**src/rtl/sdram_arb_pkg.sv**
```systemverilog
// Shared types and default constants for the SDRAM port arbiter.
package sdram_arb_pkg;

  localparam int ADDR_W  = 25;
  localparam int DATA_W  = 8;
  localparam int ENTRY_W = ADDR_W + DATA_W;

  localparam int DEF_FIFO_DEPTH = 4;
  localparam int DEF_STARVE_MAX = 8;
  localparam int DEF_TIMEOUT    = 255;

  // Data returned to the tape port when a read is abandoned.
  localparam logic [DATA_W-1:0] TIMEOUT_DATA = 8'hFF;

  typedef enum logic [2:0] {
    ST_IDLE     = 3'd0,
    ST_WR_ISSUE = 3'd1,
    ST_WR_WAIT  = 3'd2,
    ST_RD_ISSUE = 3'd3,
    ST_RD_WAIT  = 3'd4
  } arb_state_t;

  // Loader FIFO entry layout: address in the upper bits, data in the low byte.
  function automatic logic [ENTRY_W-1:0] pack_entry(input logic [ADDR_W-1:0] addr,
                                                    input logic [DATA_W-1:0] data);
    return {addr, data};
  endfunction

endpackage

```
**src/rtl/arb_wr_fifo.sv**
```systemverilog
// Loader write FIFO. Pointers carry one extra wrap bit so full and empty are
// distinguishable; full is reported from pre-pop occupancy, but a push is still
// taken in a cycle where a pop frees the slot.
module arb_wr_fifo
  import sdram_arb_pkg::*;
#(
  parameter int DEPTH = DEF_FIFO_DEPTH,
  parameter int WIDTH = ENTRY_W
) (
  input  logic             clk,
  input  logic             rst_n,
  input  logic             push,
  input  logic             pop,
  input  logic [WIDTH-1:0] wr_data,
  output logic [WIDTH-1:0] head_data,
  output logic             full,
  output logic             empty
);

  localparam int AW = $clog2(DEPTH);

  logic [AW:0]      wr_ptr_r;
  logic [AW:0]      rd_ptr_r;
  logic [AW:0]      level_s;
  logic             push_ok_s;
  logic             pop_ok_s;
  logic [WIDTH-1:0] mem_r [DEPTH];

  // Occupancy flags and the qualified push/pop strobes.
  always_comb begin
    level_s   = wr_ptr_r - rd_ptr_r;
    full      = (level_s == (AW + 1)'(DEPTH));
    empty     = (level_s == '0);
    pop_ok_s  = pop && !empty;
    push_ok_s = push && (!full || pop_ok_s);
  end

  assign head_data = mem_r[rd_ptr_r[AW-1:0]];

  // Pointer update; both may move in the same cycle.
  always_ff @(posedge clk or negedge rst_n) begin
    if (!rst_n) begin
      wr_ptr_r <= '0;
      rd_ptr_r <= '0;
    end else begin
      if (push_ok_s) begin
        wr_ptr_r <= wr_ptr_r + (AW + 1)'(1);
      end
      if (pop_ok_s) begin
        rd_ptr_r <= rd_ptr_r + (AW + 1)'(1);
      end
    end
  end

  // Entry storage; contents are only meaningful between the pointers.
  always_ff @(posedge clk) begin
    if (push_ok_s) begin
      mem_r[wr_ptr_r[AW-1:0]] <= wr_data;
    end
  end

endmodule

```
**src/rtl/sdram_port_arbiter.sv**
```systemverilog
// Arbitrates a buffered loader write stream and single outstanding tape reads
// onto one SDRAM controller port, with a starvation guard for the tape side
// and a timeout on every memory access.
module sdram_port_arbiter
  import sdram_arb_pkg::*;
#(
  parameter int FIFO_DEPTH = DEF_FIFO_DEPTH,
  parameter int STARVE_MAX = DEF_STARVE_MAX,
  parameter int TIMEOUT    = DEF_TIMEOUT
) (
  input  logic              CLK50MHZ,
  input  logic              COCO_RESET_N,
  input  logic              ld_wr,
  input  logic [ADDR_W-1:0] ld_addr,
  input  logic [DATA_W-1:0] ld_data,
  output logic              ld_full,
  input  logic              tp_rd,
  input  logic [ADDR_W-1:0] tp_addr,
  output logic              tp_valid,
  output logic [DATA_W-1:0] tp_data,
  output logic [ADDR_W-1:0] mem_addr,
  output logic [DATA_W-1:0] mem_din,
  output logic              mem_we,
  output logic              mem_rd,
  input  logic [DATA_W-1:0] mem_dout,
  input  logic              mem_ready,
  output logic              err_timeout
);

  localparam int SW = $clog2(STARVE_MAX + 1);
  localparam int WW = $clog2(TIMEOUT + 1);
  localparam logic [SW-1:0] STARVE_LIM = SW'(STARVE_MAX);
  localparam logic [WW-1:0] WAIT_LAST  = WW'(TIMEOUT - 1);

  arb_state_t         state_r;
  logic               tp_pending_r;
  logic [ADDR_W-1:0]  tp_addr_r;
  logic [SW-1:0]      starve_r;
  logic [WW-1:0]      wait_r;
  logic [ADDR_W-1:0]  mem_addr_r;
  logic [DATA_W-1:0]  mem_din_r;
  logic               mem_we_r;
  logic               mem_rd_r;
  logic               tp_valid_r;
  logic [DATA_W-1:0]  tp_data_r;
  logic               err_timeout_r;

  logic [ENTRY_W-1:0] fifo_in_s;
  logic [ENTRY_W-1:0] fifo_head_s;
  logic               fifo_full_s;
  logic               fifo_empty_s;
  logic               fifo_pop_s;
  logic               wr_grant_s;
  logic               rd_grant_s;
  logic               wait_state_s;
  logic               expire_s;
  logic               finish_s;
  logic               rd_done_s;

  assign fifo_in_s = pack_entry(ld_addr, ld_data);

  arb_wr_fifo #(
    .DEPTH (FIFO_DEPTH),
    .WIDTH (ENTRY_W)
  ) u_wr_fifo (
    .clk       (CLK50MHZ),
    .rst_n     (COCO_RESET_N),
    .push      (ld_wr),
    .pop       (fifo_pop_s),
    .wr_data   (fifo_in_s),
    .head_data (fifo_head_s),
    .full      (fifo_full_s),
    .empty     (fifo_empty_s)
  );

  assign ld_full     = fifo_full_s;
  assign mem_addr    = mem_addr_r;
  assign mem_din     = mem_din_r;
  assign mem_we      = mem_we_r;
  assign mem_rd      = mem_rd_r;
  assign tp_valid    = tp_valid_r;
  assign tp_data     = tp_data_r;
  assign err_timeout = err_timeout_r;

  // Grant decision in IDLE and completion/timeout decode in the wait states.
  always_comb begin
    wr_grant_s   = 1'b0;
    rd_grant_s   = 1'b0;
    wait_state_s = 1'b0;
    case (state_r)
      ST_IDLE: begin
        if (!fifo_empty_s && (starve_r < STARVE_LIM)) begin
          wr_grant_s = 1'b1;
        end else if (tp_pending_r) begin
          rd_grant_s = 1'b1;
        end else begin
          wr_grant_s = 1'b0;
          rd_grant_s = 1'b0;
        end
      end
      ST_WR_WAIT, ST_RD_WAIT: begin
        wait_state_s = 1'b1;
      end
      default: begin
        wait_state_s = 1'b0;
      end
    endcase
    expire_s   = wait_state_s && !mem_ready && (wait_r == WAIT_LAST);
    finish_s   = wait_state_s && (mem_ready || expire_s);
    fifo_pop_s = finish_s && (state_r == ST_WR_WAIT);
    rd_done_s  = finish_s && (state_r == ST_RD_WAIT);
  end

  // Tape request latch: one outstanding read, later strobes ignored until done.
  always_ff @(posedge CLK50MHZ or negedge COCO_RESET_N) begin
    if (!COCO_RESET_N) begin
      tp_pending_r <= 1'b0;
      tp_addr_r    <= '0;
    end else if (rd_done_s) begin
      tp_pending_r <= 1'b0;
    end else if (tp_rd && !tp_pending_r) begin
      tp_pending_r <= 1'b1;
      tp_addr_r    <= tp_addr;
    end
  end

  // Starvation counter: counts writes granted while a tape read waits.
  always_ff @(posedge CLK50MHZ or negedge COCO_RESET_N) begin
    if (!COCO_RESET_N) begin
      starve_r <= '0;
    end else if (!tp_pending_r || rd_grant_s) begin
      starve_r <= '0;
    end else if (wr_grant_s && (starve_r < STARVE_LIM)) begin
      starve_r <= starve_r + SW'(1);
    end
  end

  // Arbiter FSM with registered memory-side and tape-side outputs.
  always_ff @(posedge CLK50MHZ or negedge COCO_RESET_N) begin
    if (!COCO_RESET_N) begin
      state_r       <= ST_IDLE;
      wait_r        <= '0;
      mem_addr_r    <= '0;
      mem_din_r     <= '0;
      mem_we_r      <= 1'b0;
      mem_rd_r      <= 1'b0;
      tp_valid_r    <= 1'b0;
      tp_data_r     <= '0;
      err_timeout_r <= 1'b0;
    end else begin
      mem_we_r   <= 1'b0;
      mem_rd_r   <= 1'b0;
      tp_valid_r <= 1'b0;
      case (state_r)
        ST_IDLE: begin
          wait_r <= '0;
          if (wr_grant_s) begin
            state_r    <= ST_WR_ISSUE;
            mem_we_r   <= 1'b1;
            mem_addr_r <= fifo_head_s[ENTRY_W-1:DATA_W];
            mem_din_r  <= fifo_head_s[DATA_W-1:0];
          end else if (rd_grant_s) begin
            state_r    <= ST_RD_ISSUE;
            mem_rd_r   <= 1'b1;
            mem_addr_r <= tp_addr_r;
          end else begin
            state_r <= ST_IDLE;
          end
        end
        ST_WR_ISSUE: begin
          state_r <= ST_WR_WAIT;
          wait_r  <= '0;
        end
        ST_RD_ISSUE: begin
          state_r <= ST_RD_WAIT;
          wait_r  <= '0;
        end
        ST_WR_WAIT: begin
          if (finish_s) begin
            state_r <= ST_IDLE;
            wait_r  <= '0;
            if (expire_s) begin
              err_timeout_r <= 1'b1;
            end
          end else begin
            wait_r <= wait_r + WW'(1);
          end
        end
        ST_RD_WAIT: begin
          if (mem_ready) begin
            state_r    <= ST_IDLE;
            wait_r     <= '0;
            tp_data_r  <= mem_dout;
            tp_valid_r <= 1'b1;
          end else if (expire_s) begin
            state_r       <= ST_IDLE;
            wait_r        <= '0;
            tp_data_r     <= TIMEOUT_DATA;
            tp_valid_r    <= 1'b1;
            err_timeout_r <= 1'b1;
          end else begin
            wait_r <= wait_r + WW'(1);
          end
        end
        default: begin
          state_r <= ST_IDLE;
          wait_r  <= '0;
        end
      endcase
    end
  end

endmodule

```
**config.mk**
```make
export PLATFORM = sky130hd
export DESIGN_NAME = sdram_port_arbiter
export DESIGN_NICKNAME = d
export VERILOG_FILES = /design/src/rtl/sdram_arb_pkg.sv /design/src/rtl/arb_wr_fifo.sv /design/src/rtl/sdram_port_arbiter.sv
export SDC_FILE = /design/constraint.sdc
export NUM_CORES = 1
export LEC_CHECK = 0
export ABC_AREA = 1
export BUFFER_PORTS_ARGS = -buffer_cell sky130_fd_sc_hd__buf_2
export CORE_UTILIZATION = 40
export DETAILED_ROUTE_END_ITERATION = 7
export PLACE_DENSITY_LB_ADDON = 0.1
export RECOVER_POWER = 25
export REMOVE_ABC_BUFFERS = 1
export SYNTH_ARGS = -nofsm -noshare
export SYNTH_HDL_FRONTEND = slang
export SYNTH_HIERARCHICAL = 1
export SYNTH_SLANG_ARGS = --single-unit
export TNS_END_PERCENT = 1
```
**constraint.sdc**
```tcl
create_clock -name CLK50MHZ -period 4.2 [get_ports CLK50MHZ]
set_clock_uncertainty 0.2 [all_clocks]
set_input_delay 0.42 -clock CLK50MHZ [delete_from_list [all_inputs] [get_ports CLK50MHZ]]
set_output_delay 0.42 -clock CLK50MHZ [all_outputs]
set_load 0.1 [all_outputs]
```
After elaboration in Yosys (flattened, before gate mapping):

Memories as Yosys holds them, arrays and structs flattened.
Index checks and enable logic that the tools add are counted.

* register bits: 92
* bits in latches: 0
* bits in writable memories: 132
* memory bits (read-only): 0
* bits of input ports: 71
* word-level logic and storage cells: 100
* memories kept: 1

Memories
* u_wr_fifo.mem_r: depth 4, bits a word 33, read ports 1, clocked after Yosys merged registers in 0, write ports 1, RTL line arb_wr_fifo.sv:27 `logic [WIDTH-1:0] mem_r [DEPTH];`

* add/sub/neg operators: 5
* $mul: 0
* divide/modulo/power cells: 0
* magnitude comparators: 1
* equal/unequal tests: 9
* shift operators: 0
* muxes and demuxes: 38
* bitwise operators: 1
* reduce and logical (&&, ||, !) cells: 31

Operator list (count)
* $mux W25: 2
* $mux W8: 5
* $mux W1: 21
* $pmux W8 S2: 1
* $pmux W3 S5: 1
* $logic_and A1 B1 Y1: 10
* $reduce_and A2 Y1: 5
* $reduce_bool A2 Y1: 5
* $mux W3: 3
* $add A8 B1 Y8 const B: 1
* $eq A8 B8 Y1 const B: 1
* $mux W4: 2
* $add A3 B1 Y3 const B: 2
* $eq A3 B2 Y1 const B: 2
* $eq A3 B3 Y1 const B: 2
* $logic_not A3 Y1: 2
* $add A4 B1 Y4 const B: 1
* $logic_not A1 Y1: 4
* $lt A4 B4 Y1 const B: 1
* $mux W2: 2
* $ne A2 B2 Y1 const B: 2
* $eq A3 B1 Y1 const B: 1
* $logic_or A1 B1 Y1: 3
* $ne A3 B3 Y1 const B: 1
* other kinds (5): 5

Depth between registers and ports, before layout:

* depth in word-level cells: 13
* mapped depth: 14
* depth with buffers taken out: 13

Hierarchy:

Netlist, hierarchy kept.

Modules (own cells, without submodules)
* arb_wr_fifo: times used 1, cells each 388, area an instance 5348.9 um2, seq. area each 4113.9 um2
* sdram_port_arbiter: times used 1, cells each 414, area an instance 3692.3 um2, seq. area each 2152.1 um2

Worst setup path before layout:

Ideal clock, no wire load.

* path type: reg2reg
* start: register u_wr_fifo.rd_ptr_r[1]
* end: memory u_wr_fifo/mem_r[3][0] (netlist name), enable pin
* data arrival time: 2.830 ns
* required time: 3.577 ns
* slack: 0.747 ns
* stages on the path, launching flop included: 9
* clock period less this slack: 3.453 ns
* cells stage by stage: dfrtp_1 inv_1 buf_2 ha_1 a21oi_1 nand2_1 nand4_4 nand2_4 nor2_1

* longest elaborated chain between the ends: 8
* elaborated cells on any way between the ends: 10
* classes of those cells: 1 x add/sub; 1 x eq/ne; 2 x mux; 6 x reduce/logical

RTL lines
* start: declaration: RTL line arb_wr_fifo.sv:23 `logic [AW:0] rd_ptr_r;`
* start signal: assignment: RTL line arb_wr_fifo.sv:50 `rd_ptr_r <= rd_ptr_r + (AW + 1)'(1);`
* $sub A3 B3 Y3 (*): RTL line arb_wr_fifo.sv:31 `level_s = wr_ptr_r - rd_ptr_r;`
* $logic_not A3 Y1: RTL line arb_wr_fifo.sv:33 `empty = (level_s == '0);`
* $logic_not A1 Y1: RTL line arb_wr_fifo.sv:34 `pop_ok_s = pop && !empty;`
* $logic_and A1 B1 Y1: RTL line arb_wr_fifo.sv:34
* $logic_or A1 B1 Y1 (*): RTL line arb_wr_fifo.sv:35 `push_ok_s = push && (!full || pop_ok_s);`
* $logic_and A1 B1 Y1 (*): RTL line arb_wr_fifo.sv:35
* $mux W1 (*): RTL line arb_wr_fifo.sv:57 `if (push_ok_s) begin`
* $mux W1 (not written as such) (*): RTL line arb_wr_fifo.sv:58 `mem_r[wr_ptr_r[AW-1:0]] <= wr_data;`
* end: declaration: RTL line arb_wr_fifo.sv:27

Every way passes the cells marked *; elsewhere a longest branch is shown, timed or not.

Worst setup path after layout:

* start: register u_wr_fifo.wr_ptr_r[1]
* end: register mem_addr_r[1] (netlist: mem_addr[1])

* longest elaborated chain between the ends: 8
* elaborated cells on any way between the ends: 11
* classes of those cells: 1 x add/sub; 5 x mux; 5 x reduce/logical

RTL lines
* start: declaration: RTL line arb_wr_fifo.sv:22 `logic [AW:0] wr_ptr_r;`
* start signal: assignment: RTL line arb_wr_fifo.sv:47 `wr_ptr_r <= wr_ptr_r + (AW + 1)'(1);`
* $sub A3 B3 Y3 (*): RTL line arb_wr_fifo.sv:31
* $logic_not A3 Y1 (*): RTL line arb_wr_fifo.sv:33
* net fifo_empty_s: RTL line sdram_port_arbiter.sv:51 `logic fifo_empty_s;`
* $logic_not A1 Y1 (*): RTL line sdram_port_arbiter.sv:92 `if (!fifo_empty_s && (starve_r < STARVE_LIM)) begin`
* $logic_and A1 B1 Y1 (*): RTL line sdram_port_arbiter.sv:92
* $mux W1: RTL line sdram_port_arbiter.sv:92
* $mux W1: RTL line sdram_port_arbiter.sv:90 `case (state_r)`
* $reduce_bool A2 Y1 (no line)
* $reduce_and A2 Y1 (no line)
* end signal: assignment: RTL line sdram_port_arbiter.sv:160 `mem_addr_r <= fifo_head_s[ENTRY_W-1:DATA_W];`
* end signal: assignment: RTL line sdram_port_arbiter.sv:165 `mem_addr_r <= tp_addr_r;`
* end: declaration: RTL line sdram_port_arbiter.sv:40 `logic [ADDR_W-1:0] mem_addr_r;`

The timed path passes the listed nets; every way through them passes the cells marked *.
A chain may end at the register's enable or synchronous reset.

==> flow_summary.yaml <==
timing:
  slew_headroom: 0.424
  period_share: 0.675
  rsz0062_at_grt: "no"
  setup-violations-final: 0
  timing.final.crit_period_ns: 2.83
  worst_pin_slew_ns: 0.863
  report.final.hold_viol_count: 0
  fmaxAchievable_ghz: 0.353
  final_max_slew_viol_count: 0
  setup_total_negative_slack_ns: 0
  final.hold.worst_slack_ns: 0.0465
pwr:
  clock_power_share: 0.217
  intPower_mw: 5.18
  power_switching_mw: 4.36
  total_leakage_power_nw: 4.69
  swShare: 0.457
  combPwrFrac: 0.434
  power-per-cell-area_mw_per_mm2: 840
  power.sequential.fraction: 0.349
  vdd_ir_drop_max_mv: 0.617
placed_design:
  gp_congestion: 0.775
  placed_cell_area_mm2: 0.00997
  place_inst: 1170
  dp_hpwl_um: 12800
  port_buffers: 116
logic_synthesis:
  synth.yosys.warnings: 6
  synth_most_common_cell: "sky130_fd_sc_hd__edfxtp_1"
  syn_avg_cell_area_um2: 11.3
  mapped_area_mm2: 0.00904
  ys_dominant_reg_cell: "sky130_fd_sc_hd__edfxtp_1"
  synth_enable_flop_cells: 132
  synthDominantCellAreaShare: 0.438
  yosys-top-cells-count: "sky130_fd_sc_hd__edfxtp_1 (132), sky130_fd_sc_hd__nor2_1 (118), sky130_fd_sc_hd__nand2_1 (110)"
  yosysSeqAreaShare: 0.693
  netlist.top_cell.by_area: "sky130_fd_sc_hd__edfxtp_1"
  async_reset_ff_frac: 0.411
  postSynthCellCount: 802
  ys_seq_elements: 224
  largest_cells_by_area_after_synthesis: "sky130_fd_sc_hd__edfxtp_1 (44%), sky130_fd_sc_hd__dfrtp_1 (25%), sky130_fd_sc_hd__o21ai_0 (5.6%)"
  synth.lib_cells_used.distinct: 32
hold_path:
  worstHoldStart: "tp_rd"
  holdCritPathClass: "in -> reg"
  min_delay_worst_endpoint: "tp_pending_r$_DFFE_PN0P_"
  depth_of_the_worst_hold_timing_path: 3
floorplan:
  die_w_um: 152
  floorplan.initialDensity: 0.410
  ios: 117
  site_rows: 54
  core-area_mm2: 0.0220
  die_area_mm2: 0.0232
  die_height_um: 152
worst_setup_path:
  cpMostUsedCell: "sky130_fd_sc_hd__o21ai_0"
  critical_path.reg2reg.endpoint: "mem_addr[1]$_DFFE_PN0P_"
  critical-path-max-stage-delay_ns: 0.59
  timing.critical_path.cells: "ha_1, a21oi_1, nand2_1, nand3_2, inv_1, nor2_1, nand2_4, inv_2, o21ai_0, o21ai_0"
  worst_setup_end_kind: "register"
  timing.setup.critical_path_class: "reg -> reg"
  reg2regPathDepth: 10
  crit_slowest_cell: "sky130_fd_sc_hd__inv_2"
  crit_arrival_ns: 3.05
  worst-r2r-setup-slack_ns: 1.37
  timing.critical_path.from_type: "register"
  cp_data_required_time_ns: 4.42
  crit-reg2reg-launch: "u_wr_fifo/wr_ptr_r[1]$_DFFE_PN0P_"
  crit_fanout: 36
clocking:
  cts_tree: "done"
  clock_tree.root_cell: "sky130_fd_sc_hd__clkbuf_16"
  cts.htree.levels: 1
  clock_insertion_delay_worst_skew_ns: 0.52
  clk_pin_slew_worst_paths_ns: 0.06
  cts_buffer_depth: 3
  cts_inserted_buffers: 25
  tritoncts_num_sinks: 224
grt:
  gr-total-overflow: 0
  first_global_vias: 6420
  grt_max_degree: 59
  grt_usage: 0.195
  grt_first_pass_wirelength_um: 35600
  grt_antenna_before_repair: 0
route:
  ant_nets: 0
  drtPass1Iterations: 7
  drt_first_iter_violations: 391
  sum_of_routed_wire_length_over_all_layers_um: 22000
  drc_errors: 12
  drt-wirelength-per-cell_um: 17.2
  detailroute.via_count: 6425
  avgViaCountPerCell: 5.01
final_layout:
  insertedDiodeCount: 0
  final_net_count: 1065
  final_design_area_no_fill_mm2: 0.0114
  drive_gt1_frac: 0.154
  filler_cell_count: 2021
  syn2layout_area_growth_pct: 25.8
  finalNonFillerCells: 1282
status:
  failed_checks: "design-rule violations"
  run_status: "complete, but fails checks"
flow_run:
  number_of_maximum_capacitance_violations: 0
==> cell families (layout without fill, tap and decap cells) <==
logic type | after synthesis | in the layout | synth area share
compound gates | 174 | 174 | 0.103
buf+inv | 81 | 281 | 0.0381
flops | 224 | 224 | 0.693
fa+ha+maj | 10 | 10 | 0.0138
xor+xnor | 7 | 7 | 0.00678
simple gates | 306 | 306 | 0.145
==> placed cells by master, fill, tap and decap left out, types with 2 or more instances in the layout <==
cell type                       synthesis  final
sky130_fd_sc_hd__nand2_4                4      4
sky130_fd_sc_hd__xor2_1                 2      2
sky130_fd_sc_hd__a31oi_1                2      2
sky130_fd_sc_hd__edfxtp_1             132    132
sky130_fd_sc_hd__ha_1                  10     10
sky130_fd_sc_hd__dlygate4sd3_1          0     67
sky130_fd_sc_hd__nor2_1               118    113
sky130_fd_sc_hd__nand4_1                2      2
sky130_fd_sc_hd__xnor2_1                5      5
sky130_fd_sc_hd__inv_1                 38     37
sky130_fd_sc_hd__inv_2                  3      4
sky130_fd_sc_hd__clkbuf_16              0     25
sky130_fd_sc_hd__nand2_2                7      7
sky130_fd_sc_hd__nand2_1              110    110
sky130_fd_sc_hd__nand3_1               58     58
sky130_fd_sc_hd__buf_2                 17     82
sky130_fd_sc_hd__buf_12                 0      4
sky130_fd_sc_hd__nor3_1                 3      3
sky130_fd_sc_hd__a21oi_1               14     14
sky130_fd_sc_hd__o21ai_1               20     20
sky130_fd_sc_hd__o21ai_0              101    101
sky130_fd_sc_hd__clkbuf_1              18     38
sky130_fd_sc_hd__clkinv_1               0      7
sky130_fd_sc_hd__bufinv_16              0      2
sky130_fd_sc_hd__buf_4                  1     10
sky130_fd_sc_hd__nor2_4                 1      6
sky130_fd_sc_hd__clkinv_2               0      2
sky130_fd_sc_hd__dfrtp_1               92     91
sky130_fd_sc_hd__o22ai_1               33     33
==> worst max-delay path: cells and delay by family (launching register included) <==
family / cells / cell delay, ns
flip-flops: 1 / 0.43
buffers and inverters: 2 / 0.64
AND/OR/NAND/NOR: 4 / 0.58
AO/OA/AOI/OAI: 3 / 0.55
adder cells (fa/ha/maj): 1 / 0.34
==> power by group through the flow <==
stage                     Sequential [mW]  Combinational [mW]  Clock (mW)
after CTS                            3.33                4.19        2.12
after global routing                 3.40                4.50        2.21
after global placement               3.37                4.09           0
after detailed placement             3.37                4.14           0
after floorplan                      4.78                1.58           0
final                                3.33                4.14        2.07
==> per-layer routing <==
layer / vias up / GRT usage / wire length [um]
met3: 27 / 0.0265 / 935
met2: 159 / 0.318 / 9910
met4: 0 / 0.0413 / 391
met1: 3091 / 0.278 / 10800
li1: 3148 / - / -
met5: - / 0 / 0
==> sequential cells by signal (all words and copies together) (netlist names), 4 cells and up <==
signal           cells
starve_r             4
u_wr_fifo/mem_r    132
mem_addr            25
tp_addr_r           25
mem_din              8
tp_data              8
wait_r               8
==> what timing repair did <==
item                       4_1_cts  5_1_grt
hold endpoints to repair       207        0
gates resized for setup          0        0
setup buffers                    0        0
hold buffers                    67        0
setup endpoints to repair        0        0
==> worst max-delay path by stage <==
stage          slack (ns)  cells past startpoint                         startpoint                          endpoint
6_report             1.37                     10  u_wr_fifo/wr_ptr_r[1]$_DFFE_PN0P_           mem_addr[1]$_DFFE_PN0P_
5_1_grt              1.07                     10  u_wr_fifo/wr_ptr_r[1]$_DFFE_PN0P_           mem_addr[1]$_DFFE_PN0P_
4_1_cts              1.34                     13                wait_r[0]$_DFF_PN0_  u_wr_fifo/mem_r[2][25]$_DFFE_PP_
3_5_place_dp         1.35                     13                wait_r[0]$_DFF_PN0_   u_wr_fifo/mem_r[0][0]$_DFFE_PP_
3_3_place_gp         1.36                     13                wait_r[0]$_DFF_PN0_   u_wr_fifo/mem_r[3][7]$_DFFE_PP_
2_1_floorplan        0.21                      7  u_wr_fifo/rd_ptr_r[0]$_DFFE_PN0P_   u_wr_fifo/mem_r[3][0]$_DFFE_PP_
==> area by class of cell <==
| type | count | area, um^2 | area share |
|---|---|---|---|
| sequential | 224 | 6270 | 0.551 |
| timing repair buffer | 195 | 1360 | 0.119 |
| tap | 280 | 350 | 0.0308 |
| clock inverter | 13 | 114 | 0.0100 |
| clock buffer | 32 | 662 | 0.0582 |
| inverter | 41 | 154 | 0.0135 |
| multi-input combinational | 497 | 2470 | 0.217 |
==> metrics by stage <==
step,util,power [mW],setup WS (ns)
final,0.516,9.55,1.37
after detailed placement,0.452,7.50,1.35
after global placement,0.452,7.46,1.36
after floorplan,-,6.37,0.206
after CTS,0.518,9.64,1.34
after global routing,0.516,10.1,1.07
No activity file was read; power rests on OpenSTA's default activity.
